File: src/rtl/bram_write_pkg.sv
// Shared constants for the BRAM write streamer: FSM encoding and parameter defaults.
package bram_write_pkg;

  localparam int unsigned DEF_DATA_WIDTH              = 8;
  localparam int unsigned DEF_LOG_MAX_ITERS           = 16;
  localparam int unsigned DEF_LOG_MAX_WRITES_PER_ITER = 16;
  localparam int unsigned DEF_LOG_MAX_ADDRESS         = 16;

  localparam int unsigned FIFO_SLOTS       = 4;
  localparam int unsigned FIFO_LOG_SLOTS   = 2;
  localparam int unsigned FIFO_ALMOST_FULL = 3;

  localparam logic [1:0] ST_IDLE = 2'd0;
  localparam logic [1:0] ST_RUN  = 2'd1;
  localparam logic [1:0] ST_DONE = 2'd2;

endpackage

File: src/rtl/bram_write_if.sv
// Configuration, stream and BRAM-side signals of the BRAM write streamer.
interface bram_write_if
  import bram_write_pkg::*;
#(
  parameter int unsigned DATA_WIDTH              = DEF_DATA_WIDTH,
  parameter int unsigned LOG_MAX_ITERS           = DEF_LOG_MAX_ITERS,
  parameter int unsigned LOG_MAX_WRITES_PER_ITER = DEF_LOG_MAX_WRITES_PER_ITER,
  parameter int unsigned LOG_MAX_ADDRESS         = DEF_LOG_MAX_ADDRESS
);

  logic                               configure;
  logic [LOG_MAX_ITERS-1:0]           num_iters;
  logic [LOG_MAX_WRITES_PER_ITER-1:0] num_writes_per_iter;
  logic [LOG_MAX_ADDRESS-1:0]         base_address;
  logic                               valid_in;
  logic [DATA_WIDTH-1:0]              data_in;
  logic                               avail_out;
  logic [LOG_MAX_ADDRESS-1:0]         address_out;
  logic [DATA_WIDTH-1:0]              data_out;
  logic                               write_out;
  logic                               done_out;
  logic                               overflow_out;

  modport master (
    output configure, num_iters, num_writes_per_iter, base_address, valid_in, data_in,
    input  avail_out, address_out, data_out, write_out, done_out, overflow_out
  );

  modport slave (
    input  configure, num_iters, num_writes_per_iter, base_address, valid_in, data_in,
    output avail_out, address_out, data_out, write_out, done_out, overflow_out
  );

endinterface

File: src/rtl/bram_write_fifo.sv
// Small synchronous FIFO with flush; NUM_SLOTS must be a power of two.
module bram_write_fifo #(
  parameter int unsigned NUM_SLOTS     = 4,
  parameter int unsigned LOG_NUM_SLOTS = 2,
  parameter int unsigned DATA_WIDTH    = 8
) (
  input  logic                     clk,
  input  logic                     rst,
  input  logic                     flush,
  input  logic                     push,
  input  logic [DATA_WIDTH-1:0]    push_data,
  input  logic                     pop,
  output logic [DATA_WIDTH-1:0]    head,
  output logic                     empty,
  output logic                     full,
  output logic [LOG_NUM_SLOTS:0]   count
);

  localparam logic [LOG_NUM_SLOTS:0]   FULL_COUNT = (LOG_NUM_SLOTS+1)'(NUM_SLOTS);
  localparam logic [LOG_NUM_SLOTS:0]   CNT_ONE    = (LOG_NUM_SLOTS+1)'(1);
  localparam logic [LOG_NUM_SLOTS-1:0] PTR_ONE    = LOG_NUM_SLOTS'(1);

  logic [DATA_WIDTH-1:0]    mem [NUM_SLOTS];
  logic [LOG_NUM_SLOTS-1:0] rd_ptr;
  logic [LOG_NUM_SLOTS-1:0] wr_ptr;
  logic                     do_push;
  logic                     do_pop;

  assign empty   = (count == '0);
  assign full    = (count == FULL_COUNT);
  assign do_push = push && !full;
  assign do_pop  = pop && !empty;
  assign head    = mem[rd_ptr];

  // Storage array; contents are only observed while non-empty, so no reset.
  always_ff @(posedge clk) begin
    if (do_push) mem[wr_ptr] <= push_data;
  end

  // Pointers and occupancy; flush discards everything in one cycle.
  always_ff @(posedge clk or posedge rst) begin
    if (rst) begin
      rd_ptr <= '0;
      wr_ptr <= '0;
      count  <= '0;
    end else if (flush) begin
      rd_ptr <= '0;
      wr_ptr <= '0;
      count  <= '0;
    end else begin
      if (do_push) wr_ptr <= wr_ptr + PTR_ONE;
      if (do_pop)  rd_ptr <= rd_ptr + PTR_ONE;
      case ({do_push, do_pop})
        2'b10:   count <= count + CNT_ONE;
        2'b01:   count <= count - CNT_ONE;
        default: count <= count;
      endcase
    end
  end

endmodule

File: src/rtl/bram_write.sv
// Streams FIFO-buffered words into BRAM over num_iters passes of num_writes_per_iter
// consecutive addresses starting at base_address.
module bram_write
  import bram_write_pkg::*;
#(
  parameter int unsigned DATA_WIDTH              = DEF_DATA_WIDTH,
  parameter int unsigned LOG_MAX_ITERS           = DEF_LOG_MAX_ITERS,
  parameter int unsigned LOG_MAX_WRITES_PER_ITER = DEF_LOG_MAX_WRITES_PER_ITER,
  parameter int unsigned LOG_MAX_ADDRESS         = DEF_LOG_MAX_ADDRESS
) (
  input  logic         clk,
  input  logic         rst,
  bram_write_if.slave  bus
);

  localparam int unsigned CNT_W = FIFO_LOG_SLOTS + 1;
  localparam logic [LOG_MAX_ITERS-1:0]           I_ONE = LOG_MAX_ITERS'(1);
  localparam logic [LOG_MAX_WRITES_PER_ITER-1:0] W_ONE = LOG_MAX_WRITES_PER_ITER'(1);
  localparam logic [LOG_MAX_ADDRESS-1:0]         A_ONE = LOG_MAX_ADDRESS'(1);
  localparam logic [CNT_W-1:0]                   ALMOST_FULL = CNT_W'(FIFO_ALMOST_FULL);

  logic [1:0]                         state;
  logic [1:0]                         state_nxt;
  logic [LOG_MAX_ITERS-1:0]           iters_left;
  logic [LOG_MAX_WRITES_PER_ITER-1:0] writes_left;
  logic [LOG_MAX_WRITES_PER_ITER-1:0] writes_cfg;
  logic [LOG_MAX_ADDRESS-1:0]         addr;
  logic [LOG_MAX_ADDRESS-1:0]         base_cfg;
  logic [DATA_WIDTH-1:0]              data_hold;
  logic [DATA_WIDTH-1:0]              fifo_head;
  logic                               fifo_empty;
  logic                               fifo_full;
  logic [CNT_W-1:0]                   fifo_count;
  logic                               overflow;
  logic                               running;
  logic                               write;
  logic                               last_write;
  logic                               counts_ok;

  assign running    = (state == ST_RUN);
  assign write      = running && !fifo_empty && !bus.configure;
  assign last_write = write && (writes_left == W_ONE) && (iters_left == I_ONE);
  assign counts_ok  = (bus.num_iters != '0) && (bus.num_writes_per_iter != '0);

  bram_write_fifo #(
    .NUM_SLOTS     (FIFO_SLOTS),
    .LOG_NUM_SLOTS (FIFO_LOG_SLOTS),
    .DATA_WIDTH    (DATA_WIDTH)
  ) u_fifo (
    .clk       (clk),
    .rst       (rst),
    .flush     (bus.configure),
    .push      (bus.valid_in),
    .push_data (bus.data_in),
    .pop       (write),
    .head      (fifo_head),
    .empty     (fifo_empty),
    .full      (fifo_full),
    .count     (fifo_count)
  );

  // FSM state register.
  always_ff @(posedge clk or posedge rst) begin
    if (rst) state <= ST_IDLE;
    else     state <= state_nxt;
  end

  // Next state; configure overrides whatever the FSM is doing.
  always_comb begin
    state_nxt = state;
    if (bus.configure) begin
      state_nxt = counts_ok ? ST_RUN : ST_DONE;
    end else begin
      case (state)
        ST_IDLE: state_nxt = ST_IDLE;
        ST_RUN:  if (last_write) state_nxt = ST_DONE;
        ST_DONE: state_nxt = ST_IDLE;
        default: state_nxt = ST_IDLE;
      endcase
    end
  end

  // Iteration/write counters and the running address, reloaded at each pass boundary.
  always_ff @(posedge clk or posedge rst) begin
    if (rst) begin
      iters_left  <= '0;
      writes_left <= '0;
      writes_cfg  <= '0;
      addr        <= '0;
      base_cfg    <= '0;
    end else if (bus.configure) begin
      iters_left  <= bus.num_iters;
      writes_left <= bus.num_writes_per_iter;
      writes_cfg  <= bus.num_writes_per_iter;
      addr        <= bus.base_address;
      base_cfg    <= bus.base_address;
    end else if (write) begin
      if (writes_left != W_ONE) begin
        writes_left <= writes_left - W_ONE;
        addr        <= addr + A_ONE;
      end else if (iters_left != I_ONE) begin
        iters_left  <= iters_left - I_ONE;
        writes_left <= writes_cfg;
        addr        <= base_cfg;
      end
    end
  end

  // Sticky drop flag, cleared only by configure or reset.
  always_ff @(posedge clk or posedge rst) begin
    if (rst)                                overflow <= 1'b0;
    else if (bus.configure)                 overflow <= 1'b0;
    else if (bus.valid_in && fifo_full)     overflow <= 1'b1;
  end

  // Last written word, so data_out holds steady between writes.
  always_ff @(posedge clk or posedge rst) begin
    if (rst)        data_hold <= '0;
    else if (write) data_hold <= fifo_head;
  end

  assign bus.avail_out    = running && (fifo_count < ALMOST_FULL);
  assign bus.write_out    = write;
  assign bus.address_out  = addr;
  assign bus.data_out     = write ? fifo_head : data_hold;
  assign bus.done_out     = (state == ST_DONE);
  assign bus.overflow_out = overflow;

endmodule

File: src/flat_wrapper.sv
// flat-port wrapper written by rule: the top's interface ports become plain ports
module bram_write_flat import bram_write_pkg::*;
#(
  parameter int unsigned DATA_WIDTH              = DEF_DATA_WIDTH,
  parameter int unsigned LOG_MAX_ITERS           = DEF_LOG_MAX_ITERS,
  parameter int unsigned LOG_MAX_WRITES_PER_ITER = DEF_LOG_MAX_WRITES_PER_ITER,
  parameter int unsigned LOG_MAX_ADDRESS         = DEF_LOG_MAX_ADDRESS
)
  (clk, rst, bus_configure, bus_num_iters, bus_num_writes_per_iter, bus_base_address, bus_valid_in, bus_data_in, bus_avail_out, bus_address_out, bus_data_out, bus_write_out, bus_done_out, bus_overflow_out);
  bram_write_if #(.DATA_WIDTH(DATA_WIDTH), .LOG_MAX_ITERS(LOG_MAX_ITERS), .LOG_MAX_WRITES_PER_ITER(LOG_MAX_WRITES_PER_ITER), .LOG_MAX_ADDRESS(LOG_MAX_ADDRESS)) bus_i ();
  input  logic clk;
  input  logic rst;
  input wire logic [$bits(bus_i.configure)-1:0] bus_configure;
  input wire logic [$bits(bus_i.num_iters)-1:0] bus_num_iters;
  input wire logic [$bits(bus_i.num_writes_per_iter)-1:0] bus_num_writes_per_iter;
  input wire logic [$bits(bus_i.base_address)-1:0] bus_base_address;
  input wire logic [$bits(bus_i.valid_in)-1:0] bus_valid_in;
  input wire logic [$bits(bus_i.data_in)-1:0] bus_data_in;
  output wire logic [$bits(bus_i.avail_out)-1:0] bus_avail_out;
  output wire logic [$bits(bus_i.address_out)-1:0] bus_address_out;
  output wire logic [$bits(bus_i.data_out)-1:0] bus_data_out;
  output wire logic [$bits(bus_i.write_out)-1:0] bus_write_out;
  output wire logic [$bits(bus_i.done_out)-1:0] bus_done_out;
  output wire logic [$bits(bus_i.overflow_out)-1:0] bus_overflow_out;
  assign bus_i.configure = bus_configure;
  assign bus_i.num_iters = bus_num_iters;
  assign bus_i.num_writes_per_iter = bus_num_writes_per_iter;
  assign bus_i.base_address = bus_base_address;
  assign bus_i.valid_in = bus_valid_in;
  assign bus_i.data_in = bus_data_in;
  assign bus_avail_out = bus_i.avail_out;
  assign bus_address_out = bus_i.address_out;
  assign bus_data_out = bus_i.data_out;
  assign bus_write_out = bus_i.write_out;
  assign bus_done_out = bus_i.done_out;
  assign bus_overflow_out = bus_i.overflow_out;
  bram_write #(.DATA_WIDTH(DATA_WIDTH), .LOG_MAX_ITERS(LOG_MAX_ITERS), .LOG_MAX_WRITES_PER_ITER(LOG_MAX_WRITES_PER_ITER), .LOG_MAX_ADDRESS(LOG_MAX_ADDRESS)) u_core (.clk(clk), .rst(rst), .bus(bus_i));
endmodule
File: config.mk
export PLATFORM = sky130hd
export DESIGN_NAME = bram_write_flat
export DESIGN_NICKNAME = d
export VERILOG_FILES = /design/src/rtl/bram_write_pkg.sv /design/src/rtl/bram_write_if.sv /design/src/rtl/bram_write_fifo.sv /design/src/rtl/bram_write.sv /design/src/flat_wrapper.sv
export SDC_FILE = /design/constraint.sdc
export NUM_CORES = 1
export LEC_CHECK = 0
export ABC_AREA = 1
export BUFFER_PORTS_ARGS = -buffer_cell sky130_fd_sc_hd__buf_2
export CAP_MARGIN = 40
export CORE_UTILIZATION = 60
export CTS_CLUSTER_DIAMETER = 40
export DETAILED_ROUTE_END_ITERATION = 6
export PLACE_DENSITY = 0.92
export SLEW_MARGIN = 30
export SYNTH_ARGS = -nofsm -noshare
export SYNTH_HDL_FRONTEND = slang
export SYNTH_SLANG_ARGS = --single-unit
export TNS_END_PERCENT = 5
File: constraint.sdc
create_clock -name clk -period 7.33 [get_ports clk]
set_input_delay 0 -clock clk [delete_from_list [all_inputs] [get_ports clk]]
set_output_delay 0 -clock clk [all_outputs]
set_load 0.05 [all_outputs]
======== Word-level counts from Yosys, hierarchy flattened ========
Memory sizes are Yosys's and may differ from the RTL's.
Index checks and enable logic that the tools add are counted.
storage, ports and cells
  register bits ........................... 98
  output and inout port bits .............. 28
  memories kept ........................... 1
  input port bits ......................... 60
  memory bits (writable) .................. 32
memory list
  memory             words  bits a word  read ports  clocked after memory_dff  wr ports  RTL line               RTL
  u_core.u_fifo.mem  4      8            1           0                         1         bram_write_fifo.sv:23  logic [DATA_WIDTH-1:0] mem [NUM_SLOTS];
operators by class
  reduce and logical (&&, ||, !) cells .... 24
  $add $sub $neg .......................... 7
  muxes and demuxes ....................... 27
  $lt $le $gt $ge ......................... 1
  equality and inequality tests ........... 11
operators by type and width
  cell                     count
  $mux W16                 12
  $eq A16 B1 Y1 const B    2
  $ne A16 B1 Y1 const B    2
  $reduce_bool A16 Y1      2
  $sub A16 B1 Y16 const B  2
  $add A16 B1 Y16 const B  1
  $mux W2                  8
  $reduce_bool A2 Y1       5
  $logic_and A1 B1 Y1      9
  $mux W8                  1
  $pmux W3 S2              1
  $reduce_bool A3 Y1       2
  $add A2 B1 Y2 const B    2
  $eq A2 B1 Y1 const B     2
  $eq A2 B2 Y1 const B     2
  $mux W1                  4
  $add A3 B1 Y3 const B    1
  $eq A3 B3 Y1 const B     1
  $logic_not A1 Y1         3
  $logic_not A3 Y1         1
  $lt A3 B2 Y1 const B     1
  $mux W3                  1
  $ne A3 B3 Y1 const B     1
  $reduce_and A3 Y1        1
  other kinds (3)          3

======== Longest topological paths before layout ========
Gate-level depths: netlist of the first run.
  depth after elaboration ................. 9
  mapped depth ............................ 12

======== Hierarchy ========
From an unflattened synthesis of the first run, not the netlist that was laid out.
unflattened totals
  cells, all modules ...................... 975
  area total of the unflattened synthesis .. 7220.7 µm²
modules (own cells, without submodules)
  module           cells an instance  area an instance (µm²)  instances
  bram_write       832                5545.3                  1
  bram_write_fifo  143                1675.4                  1

======== Least setup slack after synthesis of the first run ========
No wires, ideal clock.
  kind .................................... reg2reg
  start ................................... reg u_core.state[1]
  end ..................................... reg u_core.data_hold[6]
  required time ........................... 7116 ps
  arrival time ............................ 2041 ps
  cell stages (with the launch flop) ...... 9
  setup slack ............................. 5074 ps
  cells stage by stage .................... dfrtp_1 > inv_1 > nand2_1 > nor2_1 > inv_1 > nor2_4 > buf_2 > nor2_1 > a21oi_1
between the ends
  cells in the longest elaborated chain, start to end .. 4
RTL lines
  item                              RTL line            RTL
  start, declared                   bram_write.sv:22    logic [1:0] state;
  start signal, assigned            bram_write.sv:65    else state <= state_nxt;
  $eq A2 B1 Y1                      bram_write.sv:40    assign running = (state == ST_RUN);
  $logic_and A1 B1 Y1 (2 in a row)  bram_write.sv:41    assign write = running && !fifo_empty && !bus.configure;
  named net bus_write_out           flat_wrapper.sv:22  output wire logic [$bits(bus_i.write_out)-1:0] bus_write_out;
  $mux W8                           -
  named net bus_data_out[6]         flat_wrapper.sv:21  output wire logic [$bits(bus_i.data_out)-1:0] bus_data_out;
  end signal, assigned              bram_write.sv:119   else if (write) data_hold <= fifo_head;
  end, declared                     bram_write.sv:29    logic [DATA_WIDTH-1:0] data_hold;
The timed path passes the listed nets, and every way through them passes these cells.
A chain may end at the register's enable or synchronous reset.

======== Worst setup path in the final report of the first run ========
  start ................................... reg u_core.u_fifo.rd_ptr[0]
  end ..................................... out bus_data_out[0]
between the ends
  cells in the longest elaborated chain, start to end .. 2
RTL lines
  item                    RTL line               RTL
  start, declared         bram_write_fifo.sv:24  logic [LOG_NUM_SLOTS-1:0] rd_ptr;
  start signal, assigned  bram_write_fifo.sv:52  if (do_pop) rd_ptr <= rd_ptr + PTR_ONE;
  $mem_v2 Z4 W8           -
  $mux W8                 bram_write.sv:125      assign bus.data_out = write ? fifo_head : data_hold;
  end, declared           flat_wrapper.sv:21
Every way passes these cells.

==> results of run 1 <==
[routing by layer]
layer / track usage (%) / vias to the layer above
met5: 0 / -
met4: 12.0 / 0
met3: 6.10 / 36
met2: 53.3 / 323
met1: 40.8 / 3187
li1: - / 3342
[tightest hold or removal path: stages]
cell	delay (ns)
dlygate4sd3_1	0.53
buf_2	0.13
inv_4	0.33
[through the flow]
step	worst slack, ns	area, sq um	util (%)	total power [mW]	cells
3_5_place_dp	4.65	7650	66.2	2.34	1165
6_report	4.82	8820	76.2	3.21	1256
3_3_place_gp	4.76	7650	66.2	2.29	1165
4_1_cts	4.85	8800	76.1	3.19	1255
2_1_floorplan	4.77	7210	-	2.06	963
5_1_grt	4.68	8820	76.2	3.41	1256
[final cells by class]
cell class / count / area (sq um)
clock buffers: 17 / 425
clock inverters: 15 / 138
fillers: 755 / 2750
inverters: 73 / 282
multi-input cells: 729 / 3320
flip-flops and latches: 130 / 3410
well taps: 143 / 179
repair buffers: 149 / 1060
[cells by family after synthesis]
group / count (synthesis)
buf+inv: 104
simple gates: 623
flops: 130
compound gates: 83
fa+ha+maj: 10
xor+xnor: 13
[placed cells by master, fill, tap and decap left out, types with 2 or more instances in the layout]
| cell type | count |
|---|---|
| a21oi_1 | 23 |
| a32o_1 | 8 |
| buf_2 | 87 |
| buf_4 | 3 |
| clkbuf_16 | 17 |
| clkinvlp_4 | 3 |
| dfrtp_1 | 98 |
| dlygate4sd3_1 | 58 |
| edfxtp_1 | 32 |
| ha_1 | 9 |
| inv_1 | 68 |
| inv_4 | 3 |
| inv_6 | 7 |
| inv_8 | 4 |
| nand2_1 | 421 |
| nand2_2 | 2 |
| nand2_4 | 2 |
| nand3_1 | 66 |
| nand3_2 | 2 |
| nand3b_1 | 7 |
| nand4_1 | 7 |
| nor2_1 | 95 |
| nor2_2 | 11 |
| nor2_4 | 3 |
| o211ai_1 | 4 |
| o21ai_0 | 26 |
| o21ai_1 | 15 |
| or2_2 | 2 |
| xnor2_1 | 3 |
| xor2_1 | 10 |
[where the power goes]
| part | switching [mW] | total [mW] | internal [mW] |
|---|---|---|---|
| clock network | 0.360 | 0.809 | 0.449 |
| logic | 0.885 | 1.27 | 0.384 |
| registers | 0.211 | 1.14 | 0.926 |
| total | 1.46 | 3.21 | 1.76 |
[worst min-delay path by stage]
| stage | end | slack (ns) | cells past startpoint |
|---|---|---|---|
| after detailed placement | u_core.bus.address_out[8]$_DFFE_PP0P_ | 0.05 | 2 |
| after floorplan | u_core.u_fifo.mem[0][0]$_DFFE_PP_ | 0.1 | 0 |
| final | u_core.bus.address_out[8]$_DFFE_PP0P_ | 0.14 | 3 |
| after CTS | u_core.bus.address_out[8]$_DFFE_PP0P_ | 0.15 | 3 |
| after global placement | u_core.bus.address_out[8]$_DFFE_PP0P_ | 0.04 | 2 |
| after global routing | u_core.bus.address_out[8]$_DFFE_PP0P_ | 0.18 | 3 |
[registers in the layout, indices dropped and copies added (netlist names)]
register and count:
u_core.state 2, u_core.bus.overflow_out 1, u_core.writes_cfg 16, u_core.u_fifo.count 3
u_core.writes_left 16, u_core.iters_left 16, u_core.u_fifo.rd_ptr 2, u_core.u_fifo.wr_ptr 2
u_core.bus.address_out 16, u_core.base_cfg 16, u_core.data_hold 8, u_core.u_fifo.mem 32
[repair_timing]
action | 4_1_cts | 5_1_grt
endpoints found under the hold margin | 141 | 0
hold buffers | 58 | 0
setup buffers | 0 | 0
==> qor.yml, run 1 <==
vdd_drop_max_uv: 158
first_pass_iters: 7
hold_viol: 0
endpoint_kind: "primary output"
synth-simple-area-share_pct: 35.8
gp_congestion: 0.882
finalSetupViolCount: 0
tns_ns: 0
cts_buffers: 17
die_x_microns: 112
finClkSkew_ns: 0.00748
core_sq_mm: 0.0116
grt_pass1_wl_microns: 31200
syn_nets: 1033
vias: 6888
initialDrtViolationCount: 663
p_leak_nw: 4.45
initial_core_util_pct: 62.3
synth_seq_cells: 130
synthXorXnorAreaFrac_pct: 1.58
timing.hold.ws_ns: 0.142
io_buffers: 87
final_nets: 1170
cap_violations: 0
grt_util_all_layers_pct: 31.7
hpwlAfterDp_microns: 11600
synth.top_cells.by_area: "dfrtp_1 34%, nand2_1 22%, edfxtp_1 13%"
critical_path.max_fanout: 18
period_share_pct: 34.3
synthTopCellsByCount: "421 x nand2_1, 98 x dfrtp_1, 95 x nor2_1"
rows: 39
cts_sinks: 130
synth.area.mux_share_pct: 0
fin_crit_ns: 2.51
die_y_microns: 112
wl_met2_microns: 9170
root_buffer: "clkbuf_16"
yosys.area.top_type: "dfrtp_1"
worstPathArrival_ns: 2.51
cts_tree: "done"
ys.flop_type: "dfrtp_1"
ys_async_sr_fraction_pct: 75.4
htreeDepth: 4
cp-endpoint: "bus_data_out[0]"
overflow: 0
wirelength_microns: 18700
crit_type: "flip-flop to primary output"
report.final.slew_viol_count: 0
seq_area_frac_synth_pct: 47.4
wl_per_cell_microns: 14.9
worst_setup_path_start_kind: "flip-flop"
powerDensity_mw_per_mm2: 365
r2r_setup_slack_ns: 4.84
clock_path_buffers: 2
crit_cells: 5
syn-cell-area_sq_mm: 0.00721
crit_family: "buffers and inverters"
r2r_start: "u_core.writes_left[1]$_DFFE_PP0P_"
cts_resized: 0
relSlewSlack_pct: 43.0
worst_path_max_delay_cell: "dfrtp_1"
wl_met3_microns: 1350
layout-drive-gt1-share_pct: 13.7
max_stage_delay_ns: 0.70
drc: 8
synth-edff-count: 32
rsz0062_at_grt: "false"
yosysWarnings: 0
avgSynthCellArea_sq_um: 7.49
cp.required_ns: 7.33
synth.most_common_cell: "nand2_1"
synth_top_family_by_area: "simple AND/OR/NAND/NOR gates"
wl_met1_microns: 7790
crit_chain: "clkinv_1 > nand2_1 > a32o_1 > a21oi_1 > buf_2"
synthAdderAreaFrac_pct: 1.84
antenna_found_initial: 0
n_antenna_cell: 0
syn_inst: 963
worst_slew_pin_slew_ns: 0.852
status: "finished with violations"
hp-class: "input port to async pin"
ios: 88
r2r-end: "u_core.writes_left[3]$_DFFE_PP0P_"
dieArea_sq_mm: 0.0125
grt_pass1_vias: 6656
cts.clk_slew.worst_paths_ns: 0.06
fmax_ghz: 0.398
area_delta_synth_final_pct: 22.3
synth_cell_types: 43
clock_latency_ns: 0.42
failed_checks: "design-rule violations"
crit_path_start: "u_core.u_fifo.rd_ptr[0]$_DFFE_PP0P_"
synth_compound_area_share_pct: 6.89
ant_nets: 0
grt_max_degree: 66
highest_layer: "met4"
synth_top_cell_area_share_pct: 34.0
path_buf_inv: 2
rr_worst_depth: 9
viasPerCell: 5.48
(Power assumes the default switching activity.)
==> run 2: changes to the inputs <==
Settings changed: CORE_UTILIZATION 60 to 53, PLACE_DENSITY 0.92 to 0.87.
Clock period 7.33 ns to 2.1 ns, I/O delays scaled along.
==> run 2 against run 1 <==
Against the previous run:
- sequential share of layout area fell by 0.96 points
- largest power group unchanged
- the flow now finishes without violations
- cell count increased by 4.0%
- critical path type is now flip-flop to flip-flop
- global-route usage is 3.3 points lower
- die area increased by 13%
- design area is 2.6% higher
- via count up 1.2%
- critical endpoint is now u_core.u_fifo.count[2]$_DFFE_PP0P_
==> qor.yml, run 2 (synthesis results as in run 1) <==
n_antenna_cell: 0  # unchanged
grt_max_degree: 40  # -39%
core_sq_mm: 0.0132  # +15%
crit_type: "flip-flop to flip-flop"
r2r_setup_slack_ns: 0.04  # -4.80 ns
die_y_microns: 119  # +6.3%
cts_tree: "done"
drc: 0  # -8
fmax_ghz: 0.486
hpwlAfterDp_microns: 12200  # +5.3%
overflow: 0  # unchanged
critical_path.max_fanout: 6  # -12
report.final.slew_viol_count: 0  # unchanged
clock_path_buffers: 2  # unchanged
finalPower_mw: 11.4  # +250%
die_x_microns: 119  # +6.3%
r2r_start: "u_core.u_fifo.count[2]$_DFFE_PP0P_"
use_met1_pct: 34.6  # -6.2 points
final_common_cell: "nand2_1"
endpoint_kind: "flip-flop"
relSlewSlack_pct: 57.0  # +14 points
layout-drive-gt1-share_pct: 15.1  # +1.5 points
htreeDepth: 4  # unchanged
top_register: "u_core.u_fifo.mem"
worst_setup_path_start_kind: "flip-flop"
cap_violations: 0  # unchanged
powerDensity_mw_per_mm2: 1260  # +250%
clock_latency_ns: 0.43  # about the same
cts.clk_slew.worst_paths_ns: 0.06  # about the same
final_util_pct: 68.3  # -7.9 points
period_share_pct: 98.1
wl_per_cell_microns: 14.6  # -2.4%
rows: 42  # +7.7%
stdcell_count: 1306  # +4.0%
holdPathStages: 4
worstPathArrival_ns: 2.42  # -0.09 ns
ant_nets: 0  # unchanged
vdd_drop_max_uv: 841  # +430%
viasPerCell: 5.34  # -2.7%
final_nets: 1187  # +1.5%
antenna_found_initial: 0  # unchanged
area_delta_synth_final_pct: 25.5
dp.cells: 1216  # +4.4%
hold_start: "bus_configure"
postCtsSetupBuffers: 0  # unchanged
cts_sinks: 130  # unchanged
gp_congestion: 0.944  # +7.0%
rr_worst_depth: 10  # +1
crit_path_start: "u_core.u_fifo.count[2]$_DFFE_PP0P_"
initialDrtViolationCount: 690  # +4.1%
rsz0062_at_grt: "true"
grt_util_all_layers_pct: 28.4  # -3.3 points
min_to: "u_core.state[0]$_DFFE_PP0P_"
first_pass_iters: 5  # -2
worst_slew_pin_slew_ns: 0.643  # -0.209 ns
root_buffer: "clkbuf_16"
layout_common_cells: "421 x nand2_1, 97 x dfrtp_1, 95 x nor2_1"
vias: 6969  # +1.2%
fin_crit_ns: 2.06
grtUsageMet2_pct: 48.5  # -4.8 points
wirelength_microns: 19000  # +1.5%
cp.required_ns: 2.46  # -4.87 ns
dieArea_sq_mm: 0.0141  # +13%
hold_viol: 0  # unchanged
grt_pass1_wl_microns: 31600  # +1.2%
p_leak_nw: 4.54  # +2.1%
tns_ns: 0  # unchanged
grt_pass1_vias: 6767  # +1.7%
ios: 88  # unchanged
status: "finished, final reports clean"
gr-max-usage-layer: "met2"
finClkSkew_ns: 0.00833  # +0.000848 ns
hp-class: "input port to flip-flop"
r2r-end: "u_core.u_fifo.count[2]$_DFFE_PP0P_"
finalSetupViolCount: 0  # unchanged
use_met3_pct: 5.02  # -1.1 points
initial_core_util_pct: 54.4  # -7.9 points
largest_reg_flops: 32  # unchanged
cts_buffers: 17  # unchanged
timing.hold.ws_ns: 0.0433  # -0.0992 ns
io_buffers: 87  # unchanged
run 2: changes by cell type in the layout (fill, tap and decap cells not counted), moves of 4 or more:
cell	change
inv_8	-4
buf_4	+22
buf_2	-8
inv_6	-5
run 2: how the worst max path moves through the flow:
stage,endpoint
after floorplan,u_core.data_hold[6]$_DFF_PP0_
after global placement,u_core.u_fifo.count[2]$_DFFE_PP0P_
after detailed placement,u_core.u_fifo.count[2]$_DFFE_PP0P_
after CTS,bus_data_out[7]
after global routing,bus_data_out[2]
final,u_core.u_fifo.count[2]$_DFFE_PP0P_
run 2: what timing repair did:
item                                   in CTS  in global routing
hold buffers                               58                  0
endpoints found under the hold margin     135                  0
gates resized for setup                     0                 22
setup endpoints to repair                   0                  9
run 2: layout make-up:
type                    count  area [sq um]
clock buffers              19           433
fillers                  1031          4200
inverters                  73           283
repair buffers            166          1220
multi-input cells         729          3340
well taps                 176           220
flip-flops and latches    130          3410
clock inverters            13           135
run 2: critical path, cell delays in order (launching register included):
cell and delay, ns:
dfrtp_2 0.45, nand3b_1 0.22, inv_2 0.12, nor2_4 0.05, nand2_1 0.13, inv_1 0.08, fa_1 0.41, xnor2_2 0.19
xor2_1 0.17, nand3_1 0.09, nand2_1 0.08
run 2: metrics by stage:
stage	area (sq um)	worst slack [ns]
2_1_floorplan	7210	-0.156
3_3_place_gp	7860	0.213
3_5_place_dp	7860	0.0837
4_1_cts	9000	0.00991
5_1_grt	9040	-0.0227
6_report	9040	0.0406
run 2: power by group:
part / internal (mW) / leakage (nW) / switching [mW]
Sequential: 3.24 / 1.49 / 0.698
Clock: 1.74 / 0.269 / 1.12
Combinational: 1.47 / 2.78 / 3.13
Total: 6.45 / 4.54 / 4.95
run 2: routing by layer:
layer,routed length [microns],part of all wire (%)
met1,7750,41
met2,9480,50
met3,1180,6.2
met4,613,3.2
met5,0,0
